`src/rtl/menu_select_gen.sv`:
```
// VGA menu overlay: passes timing through with one cycle of delay, draws the frame border
// and N_ITEMS stacked boxes, and tracks an up/down/ok selection for game control.
module menu_select_gen #(
    parameter int          N_ITEMS   = 4,
    parameter int          H_ACTIVE  = 1024,
    parameter int          V_ACTIVE  = 768,
    parameter int          BOX_X     = 362,
    parameter int          BOX_W     = 313,
    parameter int          BOX_Y0    = 46,
    parameter int          BOX_H     = 101,
    parameter int          BOX_PITCH = 192,
    parameter bit          WRAP      = 1'b1,
    parameter logic [11:0] C_BLANK   = 12'h333,
    parameter logic [11:0] C_BORDER  = 12'hfff,
    parameter logic [11:0] C_HILITE  = 12'hff0,
    parameter logic [11:0] C_FILL    = 12'h0f0
) (
    input  logic        pclk,
    input  logic        rst,
    input  logic [10:0] vcount_in,
    input  logic [10:0] hcount_in,
    input  logic        vsync_in,
    input  logic        hsync_in,
    input  logic        vblnk_in,
    input  logic        hblnk_in,
    input  logic        menu_en,
    input  logic        btn_up,
    input  logic        btn_down,
    input  logic        btn_ok,
    output logic [10:0] vcount_out,
    output logic [10:0] hcount_out,
    output logic        vsync_out,
    output logic        hsync_out,
    output logic        vblnk_out,
    output logic        hblnk_out,
    output logic [11:0] rgb_out,
    output logic [2:0]  sel_idx,
    output logic        confirm,
    output logic        confirmed
);

    typedef enum logic [1:0] {IDLE, BROWSE, CONFIRMED} state_t;
    typedef enum logic [1:0] {MV_NONE, MV_UP, MV_DOWN} move_t;

    localparam logic [2:0]  LAST   = 3'(N_ITEMS - 1);
    localparam logic [10:0] H_LAST = 11'(H_ACTIVE - 1);
    localparam logic [10:0] V_LAST = 11'(V_ACTIVE - 1);
    localparam logic [10:0] LEFT   = 11'(BOX_X);
    localparam logic [10:0] RIGHT  = 11'(BOX_X + BOX_W - 1);

    state_t      state;
    move_t       pending;
    move_t       new_move;
    logic        up_prev, down_prev, ok_prev, vblnk_prev;
    logic        up_ev, down_ev, ok_ev, vblnk_rise;
    logic [2:0]  sel_up, sel_down, sel_applied;
    logic [7:0]  box_outline, box_inner;
    logic [11:0] rgb_nxt;

    assign up_ev      = btn_up & ~up_prev;
    assign down_ev    = btn_down & ~down_prev;
    assign ok_ev      = btn_ok & ~ok_prev;
    assign vblnk_rise = vblnk_in & ~vblnk_prev;

    assign sel_up   = (sel_idx == 3'd0) ? (WRAP ? LAST : 3'd0) : sel_idx - 3'd1;
    assign sel_down = (sel_idx == LAST) ? (WRAP ? 3'd0 : LAST) : sel_idx + 3'd1;

    // Simultaneous up and down presses cancel and leave the pending move alone.
    always_comb begin
        new_move = MV_NONE;
        if (up_ev && !down_ev)
            new_move = MV_UP;
        else if (down_ev && !up_ev)
            new_move = MV_DOWN;
    end

    always_comb begin
        sel_applied = sel_idx;
        case (pending)
            MV_UP:   sel_applied = sel_up;
            MV_DOWN: sel_applied = sel_down;
            default: sel_applied = sel_idx;
        endcase
    end

    // Unused box slots stay zero so the selection can index the full 8-bit vectors.
    for (genvar k = 0; k < 8; k++) begin : g_box
        if (k < N_ITEMS) begin : g_used
            localparam logic [10:0] TOP = 11'(BOX_Y0 + k * BOX_PITCH);
            localparam logic [10:0] BOT = 11'(BOX_Y0 + k * BOX_PITCH + BOX_H - 1);
            logic in_rect, on_edge;
            assign in_rect = (vcount_in >= TOP) && (vcount_in <= BOT) &&
                             (hcount_in >= LEFT) && (hcount_in <= RIGHT);
            assign on_edge = (vcount_in == TOP) || (vcount_in == BOT) ||
                             (hcount_in == LEFT) || (hcount_in == RIGHT);
            assign box_outline[k] = in_rect && on_edge;
            assign box_inner[k]   = in_rect && !on_edge;
        end else begin : g_unused
            assign box_outline[k] = 1'b0;
            assign box_inner[k]   = 1'b0;
        end
    end

    always_comb begin
        rgb_nxt = 12'h000;
        if (vblnk_in || hblnk_in)
            rgb_nxt = C_BLANK;
        else if (vcount_in == 11'd0 || vcount_in == V_LAST ||
                 hcount_in == 11'd0 || hcount_in == H_LAST)
            rgb_nxt = C_BORDER;
        else if (state != IDLE && |box_outline)
            rgb_nxt = box_outline[sel_idx] ? C_HILITE : C_BLANK;
        else if (state == CONFIRMED && box_inner[sel_idx])
            rgb_nxt = C_FILL;
    end

    // Selection only moves at the start of vertical blanking so a frame never shows two choices.
    always_ff @(posedge pclk) begin
        if (rst) begin
            vcount_out <= '0;
            hcount_out <= '0;
            vsync_out  <= 1'b0;
            hsync_out  <= 1'b0;
            vblnk_out  <= 1'b0;
            hblnk_out  <= 1'b0;
            rgb_out    <= '0;
            sel_idx    <= '0;
            confirm    <= 1'b0;
            confirmed  <= 1'b0;
            state      <= IDLE;
            pending    <= MV_NONE;
            up_prev    <= 1'b0;
            down_prev  <= 1'b0;
            ok_prev    <= 1'b0;
            vblnk_prev <= 1'b0;
        end else begin
            vcount_out <= vcount_in;
            hcount_out <= hcount_in;
            vsync_out  <= vsync_in;
            hsync_out  <= hsync_in;
            vblnk_out  <= vblnk_in;
            hblnk_out  <= hblnk_in;
            rgb_out    <= rgb_nxt;
            up_prev    <= btn_up;
            down_prev  <= btn_down;
            ok_prev    <= btn_ok;
            vblnk_prev <= vblnk_in;
            confirm    <= 1'b0;
            if (!menu_en) begin
                state     <= IDLE;
                sel_idx   <= '0;
                pending   <= MV_NONE;
                confirmed <= 1'b0;
            end else begin
                case (state)
                    IDLE: begin
                        state   <= BROWSE;
                        pending <= MV_NONE;
                    end
                    BROWSE: begin
                        if (ok_ev) begin
                            state     <= CONFIRMED;
                            confirm   <= 1'b1;
                            confirmed <= 1'b1;
                            pending   <= MV_NONE;
                        end else if (vblnk_rise) begin
                            sel_idx <= sel_applied;
                            pending <= new_move;
                        end else if (new_move != MV_NONE) begin
                            pending <= new_move;
                        end
                    end
                    CONFIRMED: begin
                        pending <= MV_NONE;
                    end
                    default: begin
                        state   <= IDLE;
                        sel_idx <= '0;
                        pending <= MV_NONE;
                    end
                endcase
            end
        end
    end

endmodule

```
`config.mk`:
```
export PLATFORM = sky130hd
export DESIGN_NAME = menu_select_gen
export DESIGN_NICKNAME = d
export VERILOG_FILES = /design/src/rtl/menu_select_gen.sv
export SDC_FILE = /design/constraint.sdc
export NUM_CORES = 1
export LEC_CHECK = 0
export BUFFER_PORTS_ARGS = -buffer_cell sky130_fd_sc_hd__buf_2
export CORE_UTILIZATION = 50
export CTS_CLUSTER_SIZE = 24
export DETAILED_ROUTE_END_ITERATION = 6
export PLACE_DENSITY = 0.87
export SLEW_MARGIN = 40
export SYNTH_ARGS = -nofsm -noshare
export SYNTH_HDL_FRONTEND = slang
export SYNTH_SLANG_ARGS = --single-unit
```
`constraint.sdc`:
```
create_clock -name pclk -period 3.2 [get_ports pclk]
set_clock_uncertainty 0.1 [all_clocks]
set_input_delay 0.48 -clock pclk [delete_from_list [all_inputs] [get_ports pclk]]
set_output_delay 0.48 -clock pclk [all_outputs]
set_load 0.05 [all_outputs]
```
Word-level counts from Yosys, hierarchy flattened
Cells that the tools add are included.
{ "totals": {"reg_bits": 50, "latch_bits": 0, "mem_bits_rw": 0, "romBits": 0, "input_bits": 32, "output_inout_bits": 43, "memories": 0} }
{ "classes": {"add_sub_neg": 2, "mul": 0, "n_div": 0, "n_lt_le_gt_ge": 11, "eq_ne": 21, "shifts": 0, "mux": 22, "bitwise_logic": 12, "reduce_logical": 62} }
{ "op_table": {"columns": ["operator", "n"], "rows": [
  ["== test 11 x 10 -> 1 bit, second input constant", 6],
  ["two-way mux 12 bit", 3],
  ["== test 11 x 9 -> 1 bit, second input constant", 3],
  ["less-or-equal comparator 11 x 10 -> 1 bit, second input constant", 3],
  ["logical AND 1 bit", 24],
  ["== test 11 x 8 -> 1 bit, second input constant", 2],
  ["greater-or-equal comparator 11 x 9 -> 1 bit, second input constant", 2],
  ["logical NOT 11 bit", 2],
  ["logical OR 1 bit", 16],
  ["two-way mux 3 bit", 4],
  ["case mux 3 bit (2 select lines)", 2],
  ["== test 11 x 6 -> 1 bit, second input constant", 1],
  ["greater-or-equal comparator 11 x 10 -> 1 bit, second input constant", 1],
  ["greater-or-equal comparator 11 x 6 -> 1 bit, second input constant", 1],
  ["greater-or-equal comparator 11 x 8 -> 1 bit, second input constant", 1],
  ["less-or-equal comparator 11 x 8 -> 1 bit, second input constant", 1],
  ["less-or-equal comparator 11 x 9 -> 1 bit, second input constant", 1],
  ["two-way mux 10 bit", 1],
  ["two-way mux 2 bit", 5],
  ["two-way mux 8 bit", 1],
  ["NOT 1 bit", 8],
  ["OR reduction 4 bit", 2],
  ["binary-select mux 1 bit (select 3 bit)", 2],
  ["logical NOT 1 bit", 6],
  ["other kinds (18)", 32]
]} }

Logic depth before layout (Yosys ltp)
Gate-level depths: netlist (run 1).
{ "logic_depth": {"depth_word": 13, "ltp_mapped": 10} }

Least setup slack after synthesis (run 1)
No wires, ideal clock.
{ "synth_timing": {"path_type": "input to register", "start": "input port hcount_in[7]", "end": "register rgb_out[7]", "setup_time_ns": 0.074, "t_arrival_ns": 2.282, "setup_slack_ns": 0.744, "cell_stages": 10, "path_buffers": 2, "cell_sequence": "buf_6 -> or4_4 -> o2bb2a_4 -> nand2b_4 -> buf_6 -> a221oi_2 -> o31ai_1 -> nor3_1 -> nand2_1 -> a31oi_1"} }
{ "synth_between": {"elab_chain_len": 11} }
{ "synth_lines": {"columns": ["item", "line_no", "text"], "rows": [
  ["start: declaration", "21", "input logic [10:0] hcount_in,"],
  ["parallel branches: the longest is 10 deep, another holds greater-or-equal comparator 11 x 9 -> 1 bit", null, null],
  ["two-way mux 12 bit *", "108", "else if (vcount_in == 11'd0 || vcount_in == V_LAST ||"],
  ["end signal: assignment", "143", "rgb_out <= rgb_nxt;"],
  ["end: declaration", "36", "output logic [11:0] rgb_out,"]
]} }
Mark *: on every way between the ends. The select of a mux whose other input is x is not followed.
A chain may end at the register's enable or synchronous reset.

Worst setup path after layout (run 1)
{ "layout_timing": {"start": "input port vcount_in[9]", "end": "register rgb_out[7]"} }
{ "layout_between": {"elab_chain_len": 12} }
{ "layout_lines": {"columns": ["item", "line_no", "text"], "rows": [
  ["start: declaration", "20", "input logic [10:0] vcount_in,"],
  ["parallel branches: the longest is 11 deep, another holds greater-or-equal comparator 11 x 6 -> 1 bit", null, null],
  ["two-way mux 12 bit *", "108", null]
]} }
Marked as above.

==> impl_metrics.csv, run 1 <==
group,metric,value,unit
worst_setup_path,slowest_stage,"or4_1",
power,leakage,1.168,nW
placed_design,gp_congestion,0.9432,
worst_setup_path,end_kind,"flip-flop",
power,vdd_drop_max,0.1400,mV
floorplan,die_area,4872,um2
run_status,status,"finished clean",
yosys,synth_edf_count,0,
grt,grt.total_usage,21.34,%
floorplan,die_height,69.80,um
hold_path,hp-class,"in -> reg",
grt,grt_pass1_vias,1950,
timing,worst_pin_slew,0.5678,ns
floorplan,rows,24,
grt,antenna_found_initial,0,
worst_setup_path,crit_buf_inv,1,
grt,grt_pass1_wl,8666,um
placed_design,dp_hpwl,3966,um
timing,slew-limit-headroom,61.80,%
clock_tree,cts_tree,"built",
final_layout,antennaDiodeCount,0,
yosys,ys_types,58,
floorplan,die_w,69.80,um
final_layout,num-fill-cells,392,
clock_tree,insertion_delay,0.29,ns
timing,finalMaxSlewViolations,0,
timing,max_freq,0.4166,GHz
drt,wl_per_cell,13.64,um
clock_tree,cts_sinks,44,
drt,drt-total-wl,5226,um
drt,antenna_left,0,
clock_tree,clk_pin_slew,0.08,ns
floorplan,boundaryPins,75,
clock_tree,cts_setup_buffers,0,
floorplan,initial_utilization,52.43,%
drt,viasPerCell,5.663,
yosys,synthCells,270,
drt,vias,2169,
drt,firstDrtPassIters,5,
timing,fin_crit,2.401,ns
worst_setup_path,max_stage_delay,0.52,ns
yosys,ys.warnings.count,0,
clock_tree,htreeDepth,2,
yosys,ys_seq_area_share,38.32,%
worst_setup_path,worstSetupPathType,"in -> reg",
final_layout,drive_above_1_share,27.49,%
timing,tns,0,ns
clock_tree,post_cts_resized,0,
worst_setup_path,critPathMaxFanout,8,
final_layout,synthToLayoutAreaGrowth,17.86,%
timing,post-route-period-util,75.02,%
final_layout,finalNonFillerCells,383,
yosys,async_flop_share,0,%
clock_tree,cts-root-buf,"clkbuf_8",
drt,drtIter0Drc,178,
drt,drcViolationCount,0,
worst_setup_path,crit_arrival,2.52,ns
timing,setup_viol,0,
grt,grt_max_degree,35,
timing,setup_slack,0.7994,ns
timing,rsz0062_at_grt,"no",
grt,gr-total-overflow,0,
yosys,ys_seq_elements,44,
worst_setup_path,crit_chain,"buf_2 > nor3b_2 > nand3_1 > or4_1 > a21oi_1 > a21boi_0 > o31a_1 > nand2_1 > a31oi_1",
yosys,syn_area,2298,um2
placed_design,placed_cells,375,
yosys,syn_nets,308,
power,power,0.001149,W
worst_setup_path,cp_top_family,"simple AND/OR/NAND/NOR gates",
placed_design,place_ws,0.5871,ns
power,p_per_area,424.1,nW/um2
worst_setup_path,worstPathRequired,3.32,ns
final_layout,fin_nets,368,
timing,finalHoldViolations,0,
yosys,avgSynthCellArea,8.513,um2
floorplan,core,4384,um2
placed_design,portBuffers,74,
clock_tree,hold_buffers,0,
clock_tree,cts.path.max_buffers,2,
yosys,synth_ff_type,"dfxtp_1",
run,maxCapViolCount,0,
worst_setup_path,start_kind,"primary input",
clock_tree,cts_made_buffers,5,
[cell usage in the layout, fill, tap and decap left out, drive strengths merged, types with 4 or more instances in the layout]
cell type,synthesis,layout
nand3,9,9
a31oi,5,5
a21oi,9,9
o31ai,4,4
clkbuf,12,5
or3,4,4
nor3,10,10
a21o,4,4
nor2b,28,28
o21ai,9,9
buf,9,74
nand2,19,19
inv,10,10
a211oi,5,5
nor4,8,8
nand4,9,9
nor2,20,20
dfxtp,44,44
nand2b,8,8
ha,6,6
[final timing paths]
| check | startpoint | to | slack [ns] | depth (start not counted) |
|---|---|---|---|---|
| worst min register to register | confirmed$_SDFFE_PP0P_ | confirmed$_SDFFE_PP0P_ | 0.35 | 1 |
| worst max register to register | sel_idx[1]$_SDFFE_PP0P_ | rgb_out[7]$_SDFF_PP0_ | 1.34 | 5 |
| worst min-delay path | hsync_in | hsync_out$_SDFF_PP0_ | 0.31 | 2 |
| worst max-delay path | vcount_in[9] | rgb_out[7]$_SDFF_PP0_ | 0.80 | 9 |
[cell families after synthesis]
logic type	after synthesis	share of synthesized area (%)
AOI/OAI and AO/OA	55	17.53
muxes	1	0.4899
xor gates and xnor gates	2	0.7623
DFF	44	38.32
buffers and inverters	31	6.750
adders and majority gates	6	3.266
and+or+nand+nor	131	32.88
[worst reg2reg max path, stage by stage (launching register included)]
cell and delay [ns]:
dfxtp_1 0.44, inv_1 0.18, nor4b_1 0.39, a211oi_1 0.09, or3_1 0.41, a31oi_1 0.18
[cell type report]
| type | count | area, um2 | share of cell area, % |
|---|---|---|---|
| Clock inverter | 3 | 23.77 | 0.8776 |
| Multi-Input combinational cell | 195 | 1262 | 46.61 |
| Inverter | 10 | 37.54 | 1.386 |
| Timing Repair Buffer | 74 | 370.4 | 13.67 |
| Tap cell | 52 | 65.06 | 2.402 |
| Clock buffer | 5 | 68.82 | 2.540 |
| Sequential cell | 44 | 880.8 | 32.52 |
[layer usage]
metal,GRT usage [%],share of wire [%],up-vias
met1,27.71,43,974
li1,-,-,1081
met2,36.32,48,110
met5,0,0,-
met4,6.000,1.0,0
met3,3.634,8.0,4
[power breakdown]
| part | internal (W) | total (W) | switching [W] |
|---|---|---|---|
| combinational | 0.0000642 | 0.000232 | 0.000167 |
| clock | 0.000154 | 0.000340 | 0.000185 |
| sequential | 0.000570 | 0.000578 | 0.00000716 |
| total | 0.000789 | 0.00115 | 0.000360 |
[cells in the mapped netlist, drive strengths merged, types with 2 or more instances]
| master | instances | area share [%] |
|---|---|---|
| nor2b | 28 | 7.6 |
| o21ai | 9 | 2.0 |
| nor2 | 20 | 3.3 |
| xnor2 | 2 | 0.76 |
| nor3b | 3 | 1.7 |
| or4 | 2 | 0.82 |
| nor4b | 2 | 0.76 |
| a21boi | 2 | 0.65 |
| a211oi | 5 | 1.9 |
| o31ai | 4 | 1.3 |
| clkbuf | 12 | 2.0 |
| and2 | 2 | 0.54 |
| nor3 | 10 | 2.4 |
| or3 | 4 | 1.1 |
| nand2 | 19 | 3.1 |
| a22oi | 3 | 0.98 |
| nand3 | 9 | 2.0 |
| nand4 | 9 | 2.4 |
| a21o | 4 | 1.3 |
| nand2b | 8 | 2.5 |
| dfxtp | 44 | 38 |
| inv | 10 | 1.6 |
| buf | 9 | 3.2 |
| a21oi | 9 | 2.0 |
| nor4 | 8 | 2.2 |
| a32oi | 2 | 0.76 |
| ha | 6 | 3.3 |
| a31oi | 5 | 1.4 |
[through the flow]
stage / util (%) / hold WS (ns) / area (um2)
floorplan: - / 0.3406 / 2298
finish: 61.79 / 0.3100 / 2709
detailed placement: 59.67 / 0.3346 / 2616
global placement: 59.67 / 0.3295 / 2616
global route: 61.79 / 0.2998 / 2709
CTS: 61.79 / 0.3032 / 2709
[sequential cells by signal, summed over array words and instances (netlist names), 2 cells and up]
name        flops
hcount_out     11
vcount_out     11
rgb_out         6
sel_idx         3
pending         2
state           2
Power figures use the tool's default switching activity.
==> run 2: changes to the inputs <==
Settings changed: CORE_UTILIZATION 50 to 46, PLACE_DENSITY 0.87 to 0.84.
Clock period 3.2 ns to 2.15 ns, I/O delays scaled along.
==> run 2 against run 1 <==
Net effect: combinational power up 74%; sequential power up 49%; register-to-register slack worse by 1.1 ns; utilization up 2.9 points; highest routed layer unchanged; first-iteration DRC count down 18%; setup slack worse by 0.74 ns; flip-flop and latch count unchanged; global-route usage up 0.54 points; non-clock buffer count up 37.
==> impl_metrics.csv, run 2 (synthesis results as in run 1) <==
group,metric,value,unit
power,p_per_area,582.6,nW/um2
placed_design,dp_hpwl,4462,um
placed_design,place_ws,-0.2168,ns
final_layout,layout_commonest_cell,"buf_2",
timing,setup_viol,0,
hold_path,hp-class,"in -> reg",
grt,grt_max_degree,22,
run_status,status,"finished clean",
final_layout,fin_nets,405,
final_layout,finalNonFillerCells,435,
drt,drcViolationCount,0,
final_layout,finalCoreUtilization,64.68,%
worst_setup_path,crit_buf_inv,1,
timing,fin_crit,2.087,ns
drt,antenna_left,0,
worst_setup_path,r2r-end,"rgb_out[7]$_SDFF_PP0_",
clock_tree,clk_pin_slew,0.08,ns
clock_tree,cts_sinks,44,
placed_design,portBuffers,74,
timing,hold_ws,0.1361,ns
worst_setup_path,slowest_stage,"or4_1",
timing,finalHoldViolations,0,
timing,slew-limit-headroom,65.74,%
hold_path,min-delay-start,"vsync_in",
worst_setup_path,max_stage_delay,0.55,ns
worst_setup_path,crit_chain,"buf_2 > or3_1 > or4_1 > a21oi_2 > a21boi_2 > o31a_1 > nand2_1 > a31oi_1",
worst_setup_path,start_kind,"primary input",
worst_setup_path,cp_top_family,"simple AND/OR/NAND/NOR gates",
grt,grt_pass1_wl,9094,um
floorplan,rows,25,
final_layout,reg_top3,"hcount_out x11, vcount_out x11, rgb_out x6",
final_layout,synthToLayoutAreaGrowth,33.81,%
clock_tree,cts_setup_buffers,0,
grt,grt.total_usage,21.88,%
drt,viasPerCell,5.382,
worst_setup_path,ff2ff_setup_slack,0.24,ns
run,maxCapViolCount,0,
floorplan,die_height,72.69,um
clock_tree,hold_buffers,0,
grt,gr-total-overflow,0,
final_layout,antennaDiodeCount,0,
timing,setup_slack,0.06251,ns
drt,drtIter0Drc,146,
drt,vias,2341,
clock_tree,post_cts_resized,0,
worst_setup_path,end_kind,"flip-flop",
worst_setup_path,worstPathRequired,2.27,ns
worst_setup_path,crit_arrival,2.20,ns
final_layout,num-fill-cells,394,
worst_setup_path,crit-reg2reg-launch,"sel_idx[1]$_SDFFE_PP0P_",
timing,rsz0062_at_grt,"yes",
clock_tree,cts_made_buffers,5,
clock_tree,htreeDepth,2,
power,vdd_drop_max,0.3578,mV
hold_path,worstHoldPathCells,2,
floorplan,die_area,5283,um2
drt,wl_per_cell,13.23,um
timing,tns,0,ns
drt,drt-total-wl,5757,um
clock_tree,cts_tree,"built",
timing,post-route-period-util,97.09,%
final_layout,drive_above_1_share,36.68,%
power,leakage,1.391,nW
worst_setup_path,worstRegToRegCells,5,
worst_setup_path,critPathMaxFanout,5,
floorplan,initial_utilization,48.34,%
final_layout,most-common-layout-cells,"buf_2 (73), dfxtp_1 (44), buf_4 (36)",
hold_path,holdPathEnd,"vsync_out$_SDFF_PP0_",
grt,antenna_found_initial,0,
placed_design,gp_congestion,0.9768,
timing,max_freq,0.4790,GHz
drt,firstDrtPassIters,4,
clock_tree,cts-root-buf,"clkbuf_8",
floorplan,die_w,72.69,um
floorplan,core,4755,um2
clock_tree,cts.path.max_buffers,2,
timing,worst_pin_slew,0.5115,ns
worst_setup_path,worstSetupPathType,"in -> reg",
placed_design,placed_cells,427,
floorplan,boundaryPins,75,
timing,finalMaxSlewViolations,0,
clock_tree,insertion_delay,0.30,ns
grt,grt_pass1_vias,2090,
==> run 2: stage by stage <==
stage | area, um2 | total power (W)
2_1_floorplan | 2321 | 0.001131
3_3_place_gp | 2933 | 0.001267
3_5_place_dp | 2933 | 0.001271
4_1_cts | 3025 | 0.001791
5_1_grt | 3075 | 0.001862
6_report | 3075 | 0.001792
==> run 2: area by class of cell <==
class / count / area, um2 / share of cell area [%]
clock inverters: 2 / 10.01 / 0.3255
flip-flops and latches: 44 / 880.8 / 28.64
well taps: 67 / 83.83 / 2.726
repair buffers: 111 / 666.9 / 21.68
multi-input cells: 195 / 1314 / 42.72
inverters: 10 / 37.54 / 1.221
clock buffers: 6 / 82.58 / 2.685
==> run 2: power breakdown <==
group          switching, W  leakage (nW)  internal (W)  total [W]
registers         0.0000110         0.364      0.000849   0.000860
clock network      0.000272        0.0510      0.000256   0.000529
logic              0.000265         0.976      0.000138   0.000403
==> run 2: layer usage <==
metal / GRT usage, % / part of all wire (%) / wire length, um / up-vias
met1: 26.69 / 43 / 2485 / 1072
li1: - / - / - / 1159
met3: 4.558 / 6.4 / 366 / 15
met5: 0 / 0 / 0 / -
met2: 37.80 / 48 / 2770 / 95
met4: 8.279 / 2.3 / 135 / 0
==> run 2: worst max path at each step <==
| stage | end | from | slack [ns] | cells after the start |
|---|---|---|---|---|
| final | rgb_out[7]$_SDFF_PP0_ | vcount_in[2] | 0.06 | 8 |
| after global routing | rgb_out[7]$_SDFF_PP0_ | hcount_in[4] | -0.004 | 9 |
| after CTS | rgb_out[7]$_SDFF_PP0_ | hcount_in[4] | 0.08 | 9 |
| after detailed placement | rgb_out[7]$_SDFF_PP0_ | vcount_in[2] | -0.22 | 8 |
| after global placement | rgb_out[7]$_SDFF_PP0_ | hcount_in[4] | -0.15 | 9 |
| after floorplan | rgb_out[1]$_SDFF_PP0_ | hcount_in[7] | -0.04 | 9 |
==> run 2: worst register-to-register path, stage by stage (launching register included) <==
cell and delay, ns:
dfxtp_1 0.45, inv_1 0.16, nor4b_1 0.41, a211oi_1 0.09, or3_1 0.41, a31oi_1 0.20
